File: config.mk
export PLATFORM = sky130hd
export DESIGN_NAME = fpu_sp_subtractor_seq
export DESIGN_NICKNAME = d
export VERILOG_FILES = /design/src/rtl/fpu_sp_pkg.sv /design/src/rtl/fpu_sp_unpack.sv /design/src/rtl/fpu_sp_subtractor_seq.sv
export SDC_FILE = /design/constraint.sdc
export NUM_CORES = 1
export LEC_CHECK = 0
export ABC_CLOCK_PERIOD_IN_PS = 5380
export BUFFER_PORTS_ARGS = -buffer_cell sky130_fd_sc_hd__buf_4
export CAP_MARGIN = 25
export CORE_MARGIN = 2
export CORE_UTILIZATION = 60
export CTS_CLUSTER_SIZE = 16
export DETAILED_ROUTE_END_ITERATION = 10
export GPL_ROUTABILITY_DRIVEN = 0
export GPL_TIMING_DRIVEN = 0
export PLACE_DENSITY = 0.8
export SYNTH_ARGS = -nofsm -noshare
export SYNTH_HDL_FRONTEND = slang
export SYNTH_SLANG_ARGS = --single-unit
File: constraint.sdc
create_clock -name clk -period 5.38 [get_ports clk]
set_clock_uncertainty 0.2 [all_clocks]
set_input_delay 1.076 -clock clk [delete_from_list [all_inputs] [get_ports clk]]
set_output_delay 1.076 -clock clk [all_outputs]
set_load 0.01 [all_outputs]
File: src/rtl/fpu_sp_pkg.sv
// Shared definitions for the sequential single-precision FPU lanes.
// Holds the FSM state encoding, binary32 field widths, special constants
// and the operand record used between the unpack stage and the datapath.
package fpu_sp_pkg;

  localparam int EXP_W  = 8;
  localparam int FRAC_W = 23;

  localparam logic [31:0]      QNAN    = 32'h7FC0_0000;
  localparam logic [EXP_W-1:0] EXP_MAX = 8'hFF;

  typedef enum logic [2:0] {
    IDLE   = 3'd0,
    UNPACK = 3'd1,
    ALIGN  = 3'd2,
    ADD    = 3'd3,
    NORM   = 3'd4,
    DONE   = 3'd5
  } fpu_state_t;

  // man is 25 bits: bit 24 catches the carry of an effective addition,
  // bit 23 is the hidden one.
  typedef struct packed {
    logic             sign;
    logic [EXP_W-1:0] exp;
    logic [24:0]      man;
  } operand_t;

  // Split a binary32 word into fields; exponent 0 (zero or denormal)
  // yields a zero mantissa.
  function automatic operand_t unpack_operand(input logic [31:0] x);
    operand_t o;
    o.sign = x[31];
    o.exp  = x[30:23];
    o.man  = (x[30:23] == '0) ? 25'd0 : {2'b01, x[FRAC_W-1:0]};
    return o;
  endfunction

endpackage

File: src/rtl/fpu_sp_unpack.sv
// Combinational operand unpack for the sequential subtractor.
// Ports:
//   a, b     in  32  operands; b arrives already sign-inverted
//   op1      out     operand with the larger {exp, man}
//   op2      out     the other operand
//   diff     out  8  op1.exp - op2.exp, the alignment distance
//   special  out  1  either exponent is all ones (inf/NaN)
module fpu_sp_unpack
  import fpu_sp_pkg::*;
(
  input  logic [31:0]      a,
  input  logic [31:0]      b,
  output operand_t         op1,
  output operand_t         op2,
  output logic [EXP_W-1:0] diff,
  output logic             special
);

  operand_t ua;
  operand_t ub;
  logic     swap;

  assign ua = unpack_operand(a);
  assign ub = unpack_operand(b);

  // Compare on the flushed mantissa so a denormal never outranks a zero.
  assign swap    = {ub.exp, ub.man} > {ua.exp, ua.man};
  assign op1     = swap ? ub : ua;
  assign op2     = swap ? ua : ub;
  assign diff    = op1.exp - op2.exp;
  assign special = (ua.exp == EXP_MAX) || (ub.exp == EXP_MAX);

endmodule

File: src/rtl/fpu_sp_subtractor_seq.sv
// Multi-cycle binary32 subtractor: result = a - b, truncating.
// One alignment or normalization step per cycle, one operation in flight.
// Ports:
//   clk, rst_n                 clock, asynchronous active-low reset
//   in_valid / in_ready        operand handshake (ready only in IDLE)
//   a, b                 32    minuend, subtrahend
//   out_valid / out_ready      result handshake (valid only in DONE)
//   result               32    a - b
//   overflow_underflow_flag    saturated to inf, flushed to zero, or inf/NaN input
module fpu_sp_subtractor_seq
  import fpu_sp_pkg::*;
#(
  parameter int MAX_SHIFT = 25
) (
  input  logic        clk,
  input  logic        rst_n,
  input  logic        in_valid,
  output logic        in_ready,
  input  logic [31:0] a,
  input  logic [31:0] b,
  output logic        out_valid,
  input  logic        out_ready,
  output logic [31:0] result,
  output logic        overflow_underflow_flag
);

  localparam logic [EXP_W-1:0] MAX_SHIFT_D = EXP_W'(MAX_SHIFT);

  fpu_state_t       state_reg, state_next;
  logic [31:0]      a_reg, a_next;
  logic [31:0]      b_reg, b_next;
  logic             sign1_reg, sign1_next;
  logic             sign2_reg, sign2_next;
  logic [EXP_W-1:0] exp_reg, exp_next;
  logic [24:0]      m1_reg, m1_next;   // op1 mantissa, then the running sum
  logic [24:0]      m2_reg, m2_next;
  logic [EXP_W-1:0] d_reg, d_next;
  logic [31:0]      result_reg, result_next;
  logic             flag_reg, flag_next;

  operand_t         op1, op2;
  logic [EXP_W-1:0] diff;
  logic             special;
  logic [24:0]      m_sum;

  fpu_sp_unpack u_unpack (
    .a       (a_reg),
    .b       ({~b_reg[31], b_reg[30:0]}),
    .op1     (op1),
    .op2     (op2),
    .diff    (diff),
    .special (special)
  );

  always_ff @(posedge clk or negedge rst_n) begin
    if (!rst_n) begin
      state_reg  <= IDLE;
      a_reg      <= '0;
      b_reg      <= '0;
      sign1_reg  <= 1'b0;
      sign2_reg  <= 1'b0;
      exp_reg    <= '0;
      m1_reg     <= '0;
      m2_reg     <= '0;
      d_reg      <= '0;
      result_reg <= '0;
      flag_reg   <= 1'b0;
    end else begin
      state_reg  <= state_next;
      a_reg      <= a_next;
      b_reg      <= b_next;
      sign1_reg  <= sign1_next;
      sign2_reg  <= sign2_next;
      exp_reg    <= exp_next;
      m1_reg     <= m1_next;
      m2_reg     <= m2_next;
      d_reg      <= d_next;
      result_reg <= result_next;
      flag_reg   <= flag_next;
    end
  end

  always_comb begin
    state_next  = state_reg;
    a_next      = a_reg;
    b_next      = b_reg;
    sign1_next  = sign1_reg;
    sign2_next  = sign2_reg;
    exp_next    = exp_reg;
    m1_next     = m1_reg;
    m2_next     = m2_reg;
    d_next      = d_reg;
    result_next = result_reg;
    flag_next   = flag_reg;
    m_sum       = (sign1_reg == sign2_reg) ? (m1_reg + m2_reg) : (m1_reg - m2_reg);

    case (state_reg)
      IDLE: begin
        if (in_valid) begin
          a_next     = a;
          b_next     = b;
          state_next = UNPACK;
        end
      end

      UNPACK: begin
        if (special) begin
          result_next = QNAN;
          flag_next   = 1'b1;
          state_next  = DONE;
        end else begin
          sign1_next = op1.sign;
          sign2_next = op2.sign;
          exp_next   = op1.exp;
          m1_next    = op1.man;
          m2_next    = op2.man;
          d_next     = diff;
          state_next = ALIGN;
        end
      end

      ALIGN: begin
        if (d_reg >= MAX_SHIFT_D) begin
          m2_next    = '0;
          d_next     = '0;
          state_next = ADD;
        end else begin
          if (d_reg != '0) begin
            m2_next = m2_reg >> 1;
            d_next  = d_reg - 1'b1;
          end
          // d of 0 or 1 both leave after this cycle: max(1, d) cycles total.
          if (d_reg <= 8'd1) begin
            state_next = ADD;
          end
        end
      end

      ADD: begin
        // op1 holds the larger magnitude, so the difference never goes negative.
        if (m_sum == '0) begin
          result_next = '0;
          flag_next   = 1'b0;
          state_next  = DONE;
        end else begin
          m1_next    = m_sum;
          state_next = NORM;
        end
      end

      NORM: begin
        if (m1_reg[24]) begin
          m1_next  = m1_reg >> 1;
          exp_next = exp_reg + 1'b1;
          if (exp_reg == EXP_MAX - 1'b1) begin
            result_next = {sign1_reg, EXP_MAX, 23'h0};
            flag_next   = 1'b1;
            state_next  = DONE;
          end
        end else if (!m1_reg[23]) begin
          m1_next  = m1_reg << 1;
          exp_next = exp_reg - 1'b1;
          if (exp_reg == 8'd1) begin
            result_next = {sign1_reg, 31'h0};
            flag_next   = 1'b1;
            state_next  = DONE;
          end
        end else begin
          result_next = {sign1_reg, exp_reg, m1_reg[22:0]};
          flag_next   = 1'b0;
          state_next  = DONE;
        end
      end

      DONE: begin
        if (out_ready) begin
          state_next = IDLE;
        end
      end

      default: state_next = IDLE;
    endcase
  end

  assign in_ready                = (state_reg == IDLE);
  assign out_valid               = (state_reg == DONE);
  assign result                  = result_reg;
  assign overflow_underflow_flag = flag_reg;

endmodule

# == Yosys cells after proc, flatten, opt, wreduce, memory -nomap -nowiden ==
# Index checks and enable logic that the tools add are counted.
# W data, S select, Z words.
# word_totals
regBits,168
output_inout_bits,35
# classes
addsub,6
order_cmp,3
eq_ne,21
n_mux,47
n_bitwise,2
n_reduce_logical,17
# ops
operator,n
$mux W32,6
$mux W25,6
$mux W24,4
$pmux W32 S3,1
$pmux W25 S3,1
$mux W34,2
$pmux W25 S2,1
$mux W8,6
$gt A33 B33 Y1,1
$pmux W8 S2,2
$mux W3,9
$add A25 B25 Y25,1
$logic_not A25 Y1,1
$sub A25 B25 Y25,1
$eq A8 B8 Y1 const B,3
$pmux W3 S6,1
$logic_not A8 Y1,2
$sub A8 B1 Y8 const B,2
$ne A3 B3 Y1 const B,4
$ne A2 B2 Y1 const B,5
$reduce_and A5 Y1,2
$reduce_and A3 Y1,3
$add A8 B1 Y8 const B,1
$eq A8 B1 Y1 const B,1
19 further kinds,30

# == Longest topological paths before layout ==
# logic_depth
word_depth,7
mapped_depth,20
ltp_nobuf,17

# == Modules after synthesis ==
# Synthesis repeated with hierarchy kept, for this count alone.
# hier_totals
cells_unflattened,1446
hier_area_um2,12381.9
# by_module_without_submodules
module,instances,cells_each,area_per_inst_um2
fpu_sp_subtractor_seq,1,1094,10288.6
fpu_sp_unpack,1,352,2093.3

# == Worst setup path after synthesis ==
# Ideal clock, no wire load.
# synth_path
path_kind,register to register
start,register m2_reg[2]
end,register m1_reg[10]
setup_time_ns,0.125
arrival_ns,4.512
required_ns,5.055
path_slack_ns,0.543
path_stages_with_launch,20
path_buffers,3
synth_period_minus_slack_ns,4.837
path_cell_list,dfrtp_1 -> clkbuf_1 -> nor4_1 -> and3b_1 -> and2_1 -> nor2_1 -> xor2_1 -> ha_1 -> clkbuf_1 -> a21oi_1 -> o21ai_0 -> a31o_2 -> or3_1 -> a221o_1 -> nor4_1 -> nand4_1 -> o31ai_4 -> nand2_2 -> buf_6 -> mux2_4
# synth_via
elab_chain_len,5
elab_cells_between_ends,8
classes_between,2 x add/sub; 1 x eq/ne; 3 x mux; 2 x reduce/logical
# synth_rtl
item,line,text
start: declaration,fpu_sp_subtractor_seq.sv:36,"logic [24:0] m2_reg, m2_next;"
start signal: assignment,fpu_sp_subtractor_seq.sv:76,m2_reg <= m2_next;
$sub A25 B25 Y25 or $add A25 B25 Y25 (tied branches),fpu_sp_subtractor_seq.sv:95,m_sum = (sign1_reg == sign2_reg) ? (m1_reg + m2_reg) : (m1_reg - m2_reg);
$mux W25 *,fpu_sp_subtractor_seq.sv:95,
$logic_not A25 Y1,fpu_sp_subtractor_seq.sv:141,if (m_sum == '0) begin
$ne A2 B2 Y1 (no line),--,
$reduce_and A4 Y1 (no line),--,
end signal: assignment,fpu_sp_subtractor_seq.sv:75,m1_reg <= m1_next;
end: declaration,fpu_sp_subtractor_seq.sv:35,"logic [24:0] m1_reg, m1_next;"
# Every way passes the cells marked *; elsewhere a longest branch is shown, timed or not. The select of a mux whose other input is x is not followed.
# A chain may end at the register's enable or synchronous reset.

# == Final worst setup path ==
# layout_path
start,register m2_reg[2]
end,register m1_reg[20]
# Same word-level chain as after synthesis.

==> impl_metrics.yaml <==
route:
  vias: 10900
  viasPerCell: 6.63
  drc: 0
  wl_microns: 33100
  drtIter0Drc: 1425
  first_pass_iters: 6
  wire_per_inst_microns: 20.1
  antenna_left: 0
synthesis:
  synth_edf_count: 0
  syn-cell-area_sq_mm: 0.0115
  syn_nets: 1415
  synth_cells: 1281
  synthArstFlopShare: 1.00
  synth_area_leaders: "dfrtp_1 (36%), ha_1 (7.1%), mux2_2 (6.1%)"
  synth-main-ff-cell: "dfrtp_1"
  ys_ff_latch: 167
  synth_area_leader_cell: "dfrtp_1"
  synthDistinctLibCells: 78
  avgSynthCellArea_sq_um: 9.00
  ys_seq_area_frac: 0.362
  yosys_warnings: 0
  synth.top_cell.area_share: 0.362
clock_network:
  ctsHoldBuffers: 0
  htree_levels: 4
  cts_buffers: 17
  cts_tree: "built"
  cts_buffer_depth: 2
  clk_latency_ns: 0.44
  cts.clk_slew.worst_paths_ns: 0.06
  cts.sinks: 167
  cts_root_buf: "clkbuf_16"
job:
  cap_violations: 0
sta:
  max_freq_mhz: 192
  finalCritPeriodShare: 0.971
  slew_violations: 0
  hold_viol_final: 0
  period_needed_ns: 5.22
  setup_viol: 0
  tightest_slew_ns: 0.989
  max-slew-margin-rel: 0.336
critical_path:
  cp.arrival_ns: 5.35
  max_stage_delay_ns: 0.47
  start_kind: "flip-flop"
  end_kind: "flip-flop"
  cp_top_family: "simple AND/OR/NAND/NOR gates"
  required_ns: 5.50
  cp_max_fo: 10
  cp_slowest_cell: "dfrtp_2"
  crit_buf_inv: 3
  cp_cell_sequence: "nor4_4, buf_4, nand4b_1, buf_4, o41ai_2, xnor2_1, ha_2, and3_1, a31o_2, or3_1, a221o_1, nor4_4, nand4_1, o31ai_4, nand2_4, buf_6, mux2_4"
  crit_type: "flip-flop to flip-flop"
grt:
  track_usage: 0.332
  grt.overflow.total: 0
  grt_pass1_vias: 10400
  grt_max_degree: 112
  antenna_found_initial: 0
  grt_pass1_wl_microns: 53300
layout:
  area_delta_synth_final_pct: 16.1
  final_cell_area_sq_mm: 0.0134
  final_nets: 1540
  drive_gt1_frac: 0.194
  antenna_cells: 0
  fin_util: 0.713
placed_design:
  hpwl_microns: 25000
  placed_area_sq_mm: 0.0126
  portBuffers: 102
floorplanning:
  dieArea_sq_mm: 0.0203
  num_io_pins: 103
  start_util: 0.614
  die_height_microns: 143
  core_area_sq_mm: 0.0188
  rows: 50
  die_x_microns: 143
status:
  status: "complete, no violations"
worst_hold_path:
  hold_class: "flip-flop to flip-flop"
==> metal layers <==
metal / vias up / global-route usage / share of wire
li1: 5029 / - / -
met1: 5194 / 0.448 / 0.41
met2: 612 / 0.518 / 0.45
met3: 104 / 0.0848 / 0.10
met4: 0 / 0.125 / 0.033
met5: - / 0 / 0
==> final cells by class <==
| cell class | count | area, sq um |
|---|---|---|
| well taps | 234 | 293 |
| fillers | 1473 | 5390 |
| inverters | 34 | 128 |
| plain buffers | 74 | 325 |
| flip-flops and latches | 167 | 4180 |
| clock inverters | 10 | 148 |
| multi-input cells | 998 | 6990 |
| clock buffers | 19 | 443 |
| repair buffers | 114 | 881 |
==> kinds of logic after synthesis <==
group | Yosys count | share of synthesized area
mux | 89 | 0.0926
compound gates | 406 | 0.232
fa+ha+maj | 66 | 0.0723
flops | 167 | 0.362
xor+xnor | 44 | 0.0334
simple gates | 393 | 0.167
buf+inv | 116 | 0.0403
==> per-stage QoR <==
stage                     cells  TNS [ns]  setup WS (ns)  hold WS [ns]
after detailed placement   1618    -35.22         -0.698         0.275
final                      1650         0          0.158         0.291
after global placement     1617    -24.30         -0.504         0.273
after floorplan            1281         0          0.543         0.272
after CTS                  1651         0         0.0191         0.294
after global routing       1650  -0.00353       -0.00226         0.305
==> cells in the final DEF (no fill, tap or decap), types with 6 or more instances in the layout <==
cell type	synthesis	layout
dfrtp_1	167	166
buf_4	1	112
nor2_1	109	109
a21oi_1	103	100
nand2_1	95	94
o21ai_0	80	80
ha_1	65	63
mux2_2	62	62
clkbuf_1	71	56
a31oi_1	38	38
inv_1	34	34
o22ai_1	33	33
and2_1	32	31
nor2b_1	28	28
nand3_1	28	28
xor2_1	27	27
nor3_1	23	23
a22o_1	22	22
a222oi_1	19	19
mux2_4	19	19
clkbuf_16	0	17
xnor2_1	17	16
nand4_1	16	16
nand2b_1	14	14
a21o_1	12	12
o21a_1	10	10
and3_1	9	9
or3_1	9	9
o211ai_1	9	9
nor4_1	10	8
a211oi_1	9	8
clkbuf_2	0	7
o31ai_1	6	6
==> cells in the mapped netlist, types with 27 or more instances <==
cell type,n
dfrtp_1,167
nor2_1,109
a21oi_1,103
nand2_1,95
o21ai_0,80
clkbuf_1,71
ha_1,65
mux2_2,62
a31oi_1,38
inv_1,34
o22ai_1,33
and2_1,32
nand3_1,28
nor2b_1,28
xor2_1,27
==> timing repair <==
item / in CTS / in global routing
pin swaps: 5 / 4
gates cloned: 0 / 0
setup buffers: 6 / 4
resized for setup: 9 / 30
endpoints found under the setup margin: 70 / 90
==> path summary, 6_finish.rpt <==
| check | from | to | slack (ns) | cells after the start |
|---|---|---|---|---|
| max | m2_reg[2] | m1_reg[20] | 0.16 | 17 |
| min reg2reg | overflow_underflow_flag | overflow_underflow_flag | 0.29 | 1 |
| max in group asynchronous | rst_n | a_reg[23] | 3.71 | 2 |
| max reg2reg | m2_reg[2] | m1_reg[20] | 0.16 | 17 |
| min in group asynchronous | rst_n | result[27] | 0.35 | 1 |
| min | overflow_underflow_flag | overflow_underflow_flag | 0.29 | 1 |
Power is left out: the tool's default activity adds up to more than one toggle a clock period on the data nets, which glitch-free logic cannot reach.
